File: src/rtl/mem_access_stage.sv
// Memory stage of the 5-stage RV32I pipeline: data-memory req/ack access, store lane
// formatting, load extraction, and the MEM/WB pipeline register.
module mem_access_stage #(
    parameter int DATA_WIDTH = 32
) (
    input  logic                  clk,
    input  logic                  rst,
    input  logic                  regWrite_m,
    input  logic [1:0]            resultSrc_m,
    input  logic                  memWrite_m,
    input  logic                  MemRead_m,
    input  logic [2:0]            MemCtrl_m,
    input  logic [DATA_WIDTH-1:0] aluResult_m,
    input  logic [DATA_WIDTH-1:0] writeData_m,
    input  logic [4:0]            destinationReg_m,
    input  logic [DATA_WIDTH-1:0] pcPlus4_m,
    output logic                  dmem_req,
    output logic                  dmem_we,
    output logic [DATA_WIDTH-1:0] dmem_addr,
    output logic [3:0]            dmem_be,
    output logic [DATA_WIDTH-1:0] dmem_wdata,
    input  logic [DATA_WIDTH-1:0] dmem_rdata,
    input  logic                  dmem_ack,
    output logic                  stall_m,
    output logic                  regWrite_w,
    output logic [1:0]            resultSrc_w,
    output logic [DATA_WIDTH-1:0] aluResult_w,
    output logic [DATA_WIDTH-1:0] readData_w,
    output logic [4:0]            destinationReg_w,
    output logic [DATA_WIDTH-1:0] pcPlus4_w,
    output logic                  misalign_w
);

    // state  | meaning
    // S_IDLE | no access outstanding; a good access issues dmem_req this cycle
    // S_WAIT | access issued, waiting for dmem_ack with upstream stalled
    typedef enum logic {S_IDLE, S_WAIT} state_t;

    state_t state_q, state_d;

    logic                  access, bad, good, is_load;
    logic [1:0]            off;
    logic [DATA_WIDTH-1:0] sh, load_data;

    logic                  regWrite_q, regWrite_d;
    logic [1:0]            resultSrc_q, resultSrc_d;
    logic [DATA_WIDTH-1:0] aluResult_q, aluResult_d;
    logic [DATA_WIDTH-1:0] readData_q, readData_d;
    logic [4:0]            destReg_q, destReg_d;
    logic [DATA_WIDTH-1:0] pcPlus4_q, pcPlus4_d;
    logic                  misalign_q, misalign_d;

    assign access  = MemRead_m | memWrite_m;
    assign off     = aluResult_m[1:0];
    assign is_load = MemRead_m & ~memWrite_m;

    always_comb begin
        bad = 1'b0;
        if (access) begin
            case (MemCtrl_m)
                3'b000, 3'b100: bad = 1'b0;
                3'b001, 3'b101: bad = off[0];
                3'b010:         bad = (off != 2'b00);
                default:        bad = 1'b1;
            endcase
        end
    end

    assign good = access & ~bad;

    // Upstream is frozen while in S_WAIT, so the address/data derived from *_m stay stable.
    assign dmem_req  = ~rst & (good | (state_q == S_WAIT));
    assign stall_m   = dmem_req & ~dmem_ack;
    assign dmem_we   = good & memWrite_m;
    assign dmem_addr = {aluResult_m[DATA_WIDTH-1:2], 2'b00};

    always_comb begin
        dmem_be    = 4'b0000;
        dmem_wdata = writeData_m;
        case (MemCtrl_m[1:0])
            2'b00: begin
                dmem_wdata = {4{writeData_m[7:0]}};
                dmem_be    = 4'b0001 << off;
            end
            2'b01: begin
                dmem_wdata = {2{writeData_m[15:0]}};
                dmem_be    = 4'b0011 << off;
            end
            default: dmem_be = 4'b1111;
        endcase
        if (!dmem_we) dmem_be = 4'b0000;
    end

    assign sh = dmem_rdata >> {off, 3'b000};

    always_comb begin
        case (MemCtrl_m)
            3'b000:  load_data = {{24{sh[7]}}, sh[7:0]};
            3'b100:  load_data = {24'h0, sh[7:0]};
            3'b001:  load_data = {{16{sh[15]}}, sh[15:0]};
            3'b101:  load_data = {16'h0, sh[15:0]};
            default: load_data = dmem_rdata;
        endcase
    end

    always_comb begin
        state_d     = (dmem_req && !dmem_ack) ? S_WAIT : S_IDLE;
        regWrite_d  = 1'b0;
        misalign_d  = 1'b0;
        resultSrc_d = resultSrc_q;
        aluResult_d = aluResult_q;
        readData_d  = readData_q;
        destReg_d   = destReg_q;
        pcPlus4_d   = pcPlus4_q;
        if (!stall_m) begin
            regWrite_d  = regWrite_m & ~bad;
            misalign_d  = bad;
            resultSrc_d = resultSrc_m;
            aluResult_d = aluResult_m;
            readData_d  = (good && is_load) ? load_data : '0;
            destReg_d   = destinationReg_m;
            pcPlus4_d   = pcPlus4_m;
        end
    end

    always_ff @(posedge clk) begin
        if (rst) begin
            state_q     <= S_IDLE;
            regWrite_q  <= 1'b0;
            resultSrc_q <= '0;
            aluResult_q <= '0;
            readData_q  <= '0;
            destReg_q   <= '0;
            pcPlus4_q   <= '0;
            misalign_q  <= 1'b0;
        end else begin
            state_q     <= state_d;
            regWrite_q  <= regWrite_d;
            resultSrc_q <= resultSrc_d;
            aluResult_q <= aluResult_d;
            readData_q  <= readData_d;
            destReg_q   <= destReg_d;
            pcPlus4_q   <= pcPlus4_d;
            misalign_q  <= misalign_d;
        end
    end

    assign regWrite_w       = regWrite_q;
    assign resultSrc_w      = resultSrc_q;
    assign aluResult_w      = aluResult_q;
    assign readData_w       = readData_q;
    assign destinationReg_w = destReg_q;
    assign pcPlus4_w        = pcPlus4_q;
    assign misalign_w       = misalign_q;

endmodule
File: config.mk
export PLATFORM = sky130hd
export DESIGN_NAME = mem_access_stage
export DESIGN_NICKNAME = d
export VERILOG_FILES = /design/src/rtl/mem_access_stage.sv
export SDC_FILE = /design/constraint.sdc
export NUM_CORES = 1
export LEC_CHECK = 0
export ABC_AREA = 1
export CAP_MARGIN = 5
export CORE_ASPECT_RATIO = 0.9
export CORE_UTILIZATION = 30
export CTS_CLUSTER_SIZE = 28
export DETAILED_ROUTE_END_ITERATION = 7
export MAX_ROUTING_LAYER = met4
export PLACE_DENSITY_LB_ADDON = 0.08
export SKIP_CTS_REPAIR_TIMING = 1
export SYNTH_ARGS = -nofsm -noshare
export SYNTH_HDL_FRONTEND = slang
export SYNTH_SLANG_ARGS = --single-unit
File: constraint.sdc
create_clock -name clk -period 1.7 [get_ports clk]
set_input_delay 0.17 -clock clk [delete_from_list [all_inputs] [get_ports clk]]
set_output_delay 0.17 -clock clk [all_outputs]
set_load 0.03 [all_outputs]
### Word level (Yosys, flattened, before mapping)

Index checks and enable logic that the tools add are counted.

* bitwise gates (word level): 12
* reductions and logical operators: 9
* shift-type cells: 3
* equal/unequal tests: 5
* mux-type cells: 8

Operator list (number)
* one-hot mux 32 bit (4 select lines): 1
* one-hot mux 32 bit (2 select lines): 1
* two-way mux 32 bit: 1
* right shift 32 x 5 -> 16 bit: 1
* one-hot mux 4 bit (2 select lines): 1
* AND 1 bit: 6
* equality test 3 bit, second input constant: 2
* OR reduction 2 bit: 3
* two-way mux 4 bit: 1
* NOT 1 bit: 4
* << shifter 1 x 2 -> 4 bit, first input constant: 1
* << shifter 2 x 2 -> 4 bit, first input constant: 1
* equality test 3 x 1 -> 1 bit, second input constant: 1
* equality test 3 x 2 -> 1 bit, second input constant: 1
* logical NOT 3 bit: 1
* one-hot mux 1 bit (3 select lines): 1
* equality test 2 x 1 -> 1 bit, second input constant: 1
* logical AND 1 bit: 2
* logical NOT 2 bit: 1
* two-way mux 1 bit: 2
* OR 1 bit: 2
* nonzero test 2 bit: 1
* logical NOT 1 bit: 1

* output and inout port bits: 176
* flip-flop bits (word level): 106

### Depth between registers and ports, before layout

Gate-level depths: netlist (run 1).

* depth in word-level cells: 10
* mapped depth: 12
* mapped depth without buffers: 11

### Worst setup path before layout (run 1)

Ideal clock, no wire load.

* path kind: input -> output
* from: in aluResult_m[1]
* to: out dmem_be[2]
* data arrival time: 1761 ps
* cell stages on the path: 8
* slack: -231 ps
* path buffers: 1
* cells stage by stage: clkbuf_2 nor2_4 nand2_1 nand2_2 nand2_1 nor2_1 inv_1 nor2_1

* longest elaborated chain between the ends: 7
* elaborated cells on any way between the ends: 10

RTL lines
* start: declaration: RTL line 13 `input logic [DATA_WIDTH-1:0] aluResult_m,`
* nonzero test 2 bit: RTL line 63 `3'b010: bad = (off != 2'b00);`
* one-hot mux 1 bit (3 select lines): RTL line 60 `case (MemCtrl_m)`
* two-way mux 1 bit: RTL line 59 `if (access) begin`
* NOT 1 bit: RTL line 69 `assign good = access & ~bad;`
* AND 1 bit: RTL line 69
* AND 1 bit: RTL line 74 `assign dmem_we = good & memWrite_m;`
* named net dmem_we: RTL line 18 `output logic dmem_we,`
* two-way mux 4 bit: RTL line 91 `if (!dmem_we) dmem_be = 4'b0000;`
* end: declaration: RTL line 20 `output logic [3:0] dmem_be,`

The timed path passes the listed nets, and every way through them passes these cells.

### Worst setup path in the final report (run 1)

* from: in memWrite_m
* to: out stall_m

* longest elaborated chain between the ends: 7

RTL lines
* start: declaration: RTL line 10 `input logic memWrite_m,`
* OR 1 bit *: RTL line 53 `assign access = MemRead_m | memWrite_m;`
* two-way mux 1 bit: RTL line 59
* NOT 1 bit: RTL line 69
* AND 1 bit *: RTL line 69
* OR 1 bit *: RTL line 72 `assign dmem_req = ~rst & (good | (state_q == S_WAIT));`
* AND 1 bit *: RTL line 72
* AND 1 bit *: RTL line 73 `assign stall_m = dmem_req & ~dmem_ack;`
* end: declaration: RTL line 24 `output logic stall_m,`

Mark *: on every way between the ends. The rest lies on a longest branch, timed or not.

==> Implementation_results.wiki, run 1 <==
{| class="wikitable"
! Metric !! Value
|-
| Reg2Reg Depth || 7
|-
| H-tree level count || 3
|-
| Required time at the endpoint of the critical path || 1.53 ns
|-
| Die boundary width || 139 µm
|-
| 1st-pass router iterations || 8
|-
| Switch Pwr || ~2.2 mW
|-
| Simple-Gate Fraction of Synth Area || 0.421
|-
| Number of buffers added on ports || roughly 320
|-
| Flop and latch count out of synthesis || approximately 110
|-
| Maximum clock rate || 620 MHz
|-
| Wire length of the first global-routing pass || about 28 mm
|-
| Cells along the critical path || clkdlybuf4s50_1, inv_1, nand2_2, nand3_2, nand2_4, nand3_4, clkinv_4, buf_4, buf_6
|-
| Synth Area in XOR/XNOR || 0
|-
| Die outline height || 125 µm
|-
| Worst Slack Setup Final || between 0.08 and 0.09 ns
|-
| Share of layout cells above drive strength 1 || 0.120
|-
| Fill cells || ~1600
|-
| Outcome || finished, violations left
|-
| Register area share after synthesis || 0.420
|-
| Number of buffers between clock root and the deepest sink || 2
|-
| Pin count of the biggest net entering global routing || 48
|-
| Post-Syn Area per Cell || between 6 and 7 µm²
|-
| Antenna Violating Nets Remaining || 0
|-
| Final nets || about 1200
|-
| Leading cell type in the layout, fill and taps excluded || nand2_1
|-
| Starting Density || 0.310
|-
| Violated checks || design-rule violations
|-
| DRC violation total after the first TritonRoute iteration || between 200 and 300
|-
| Placement Rows || 44
|-
| Critical Path Slowest Stage Cell || clkdlybuf4s50_1
|-
| Placed instance area || ~8500 µm²
|-
| Clock tree from TritonCTS || done
|-
| Biggest fanout along the worst timing path || 6
|-
| Critical Path Max Stage Delay || ~0.48 ns
|-
| Clock period minus final worst setup slack || between 1.5 and 2 ns
|-
| Worst Hold Path EP || pcPlus4_w[28]
|-
| Synthesized instance count || just under 800
|-
| Synthesized-area fraction occupied by adder cells || 0
|-
| RR Startpoint || state_q
|-
| Routed WL || 17.8 mm
|-
| Cell family contributing the most delay on the critical path || buffers and inverters
|-
| Number of DRC violations after detailed routing || 19
|-
| Number of I/O pins || 320
|-
| Top post-synthesis cells by area || dfxtp_1 (42%), nand2_1 (32%), buf_4 (7.3%)
|-
| Number of cells in the finished layout apart from fillers || 1307
|-
| Cell count of the worst hold path || 3
|-
| Pwr dens || between 700 and 800 nW/µm²
|-
| Initial antenna violation count || 0
|-
| Path type of the worst setup path || in2out
|-
| Share of power burned in the clock network || 0.306
|-
| Startpoint type of the worst setup path || primary input
|-
| Die Area || 17400 µm²
|-
| Compound-cell area share of the yosys netlist || 0.0275
|-
| Number of max-cap violations || 0
|-
| Clock tree skew after final layout || 0.00891 ns
|-
| Cell count after placement || around 1300
|-
| Count of yosys warnings during synthesis || 0
|-
| Total global-route track usage || 0.210
|-
| Area fraction of the dominant cell type after synthesis || 0.420
|-
| Combinational family with the most area after synthesis || simple AND/OR/NAND/NOR gates
|-
| Final hold vios || 0
|-
| ANT cells || 0
|-
| Post-DP HPWL || between 10 and 15 mm
|-
| Worst IR Drop VDD || ~450 µV
|-
| Largest area contributor in the synthesized netlist || dfxtp_1
|-
| Total via count after detailed routing || roughly 5600
|-
| Number of buffers inserted during clock tree synthesis || 9
|-
| Sum of negative setup slack || 0 ns
|-
| Sequential share of power || 0.395
|-
| Routed wirelength normalized by instance count || ~14 µm
|-
| Number of failing setup endpoints in the final timing report || 0
|-
| Total design power || between 6 and 7 mW
|-
| Clock transition time at the flip-flop clock pins of the worst setup and hold paths || around 0.080 ns
|-
| Number of synthesized flops with an enable pin || 0
|-
| Placeable core region || roughly 16000 µm²
|-
| Unrepaired setup endpoints after global routing || false
|-
| Post-Layout Inst Area || between 8000 and 9000 µm²
|-
| Worst reg2reg path endpoint || aluResult_w[0]
|-
| Max-slew violation total from the final report || 0
|-
| Final Cycle Share || 0.949
|-
| Remaining global-route overflow || 0
|-
| Root buf cell || clkbuf_16
|-
| Share of flip-flops with an asynchronous set or reset after synthesis || 0
|-
| Internal || roughly 4.6 mW
|-
| CP Buf/Inv Count || 5
|-
| Post-synth top flop || dfxtp_1
|-
| Clock insertion delay at the later pin of the skew report || around 0.35 ns
|-
| Worst min-delay path class || in2reg
|-
| Cell variety after synth || 23
|-
| Placement-stage worst setup slack || -0.243 ns
|-
| Reg2Reg Setup Slack || between 0.5 and 0.6 ns
|-
| Cell leakage power || 4.25 nW
|-
| Startpoint of the tightest hold check path || pcPlus4_m[28]
|-
| Placer congestion estimate || 0.870
|-
| Cell area after synthesis || 5060 µm²
|-
| Fraction of synthesized area in multiplexers || 0
|-
| Fraction of power consumed by combinational cells || 0.300
|-
| Switching part of the total power || 0.320
|-
| Endpoint kind of the worst setup timing path || output port
|-
| Area added between synthesis and finish || 74.9%
|-
| Via count of the first global-routing pass || about 5200
|-
| Arrival time of the worst setup path || around 1.4 ns
|-
| Post-DR vias/cell || approximately 4.3
|-
| Number of sinks handled by clock tree synthesis || ~110
|-
| Leading cell types in the layout, fill and taps excluded || nand2_1 (431), clkdlybuf4s50_1 (281), dfxtp_1 (106), buf_4 (79), nor2_1 (54)
|}
==> layout make-up <==
type | instances | area, µm² | share of cell area
clock buffers | 10 | 239 | 0.0270
clock inverters | 6 | 56.3 | 0.00637
inverters | 29 | 114 | 0.0129
multi-input cells | 569 | 2310 | 0.261
flip-flops and latches | 106 | 2120 | 0.240
well taps | 207 | 259 | 0.0293
repair buffers | 380 | 3740 | 0.423
==> registers in the layout (all words and copies together), names as in the netlist <==
register and flops:
resultSrc_w 2, regWrite_w 1, state_q 1, misalign_w 1, aluResult_w 32, pcPlus4_w 32, readData_w 32, destinationReg_w 5
==> logic make-up after synthesis <==
group | after synthesis
buf+inv | 106
simple gates | 542
compound gates | 25
other cells | 1
flops | 106
==> worst reg2reg max path: stages, from the launching register on <==
cell and delay, ns:
dfxtp_1 0.30, inv_1 0.08, nand2_4 0.08, a21oi_4 0.21, buf_12 0.20, buf_4 0.14, nand2_1 0.06, nand2_1 0.05
==> how the worst max path moves through the flow <==
stage	startpoint	endpoint	slack, ns	cells after the start
2_1_floorplan	aluResult_m[1]	dmem_be[2]	0.02	8
3_3_place_gp	MemCtrl_m[1]	readData_w[19]	-0.23	12
3_5_place_dp	MemCtrl_m[1]	readData_w[20]	-0.24	12
4_1_cts	aluResult_m[0]	stall_m	-0.24	9
5_1_grt	MemRead_m	stall_m	0.02	9
6_report	memWrite_m	stall_m	0.09	9
==> cell usage after synthesis (2+ instances only) <==
master,count
nor2_4,2
nand3_1,33
nand2_2,3
buf_6,9
a21oi_1,17
nor2_1,59
nor3_1,9
dfxtp_1,106
buf_4,49
inv_1,24
buf_2,9
inv_2,5
clkbuf_1,7
buf_1,2
nand2_1,432
o21ai_0,3
o211ai_1,3
nand3_2,3
==> metal layers <==
layer	up-vias	routed length (µm)	global-route usage
met4	0	183	0.0582
met5	-	0	-
met3	12	1190	0.0486
li1	2969	-	-
met2	179	8430	0.345
met1	2481	7960	0.258
==> per-stage QoR <==
stage / hold slack [ns] / utilization
finish: 0.344 / 0.543
global route: 0.331 / 0.543
CTS: 0.324 / 0.539
detailed placement: 0.438 / 0.521
global placement: 0.435 / 0.521
floorplan: 0.273 / -
==> power by group through the flow <==
stage	logic, mW	clock network [mW]	registers [mW]
floorplan	0.741	0	3.04
global placement	2.05	0	2.75
detailed placement	2.04	0	2.75
CTS	2.05	2.20	2.70
global route	2.18	2.28	2.71
finish	2.05	2.09	2.69
Note: power is estimated with default switching activity, not from simulation.
==> inputs of run 2 (changes only) <==
- ABC_CLOCK_PERIOD_IN_PS: default -> 1700
==> results of run 2 <==
Final layout, timing and power as in run 1 (identical DEF).
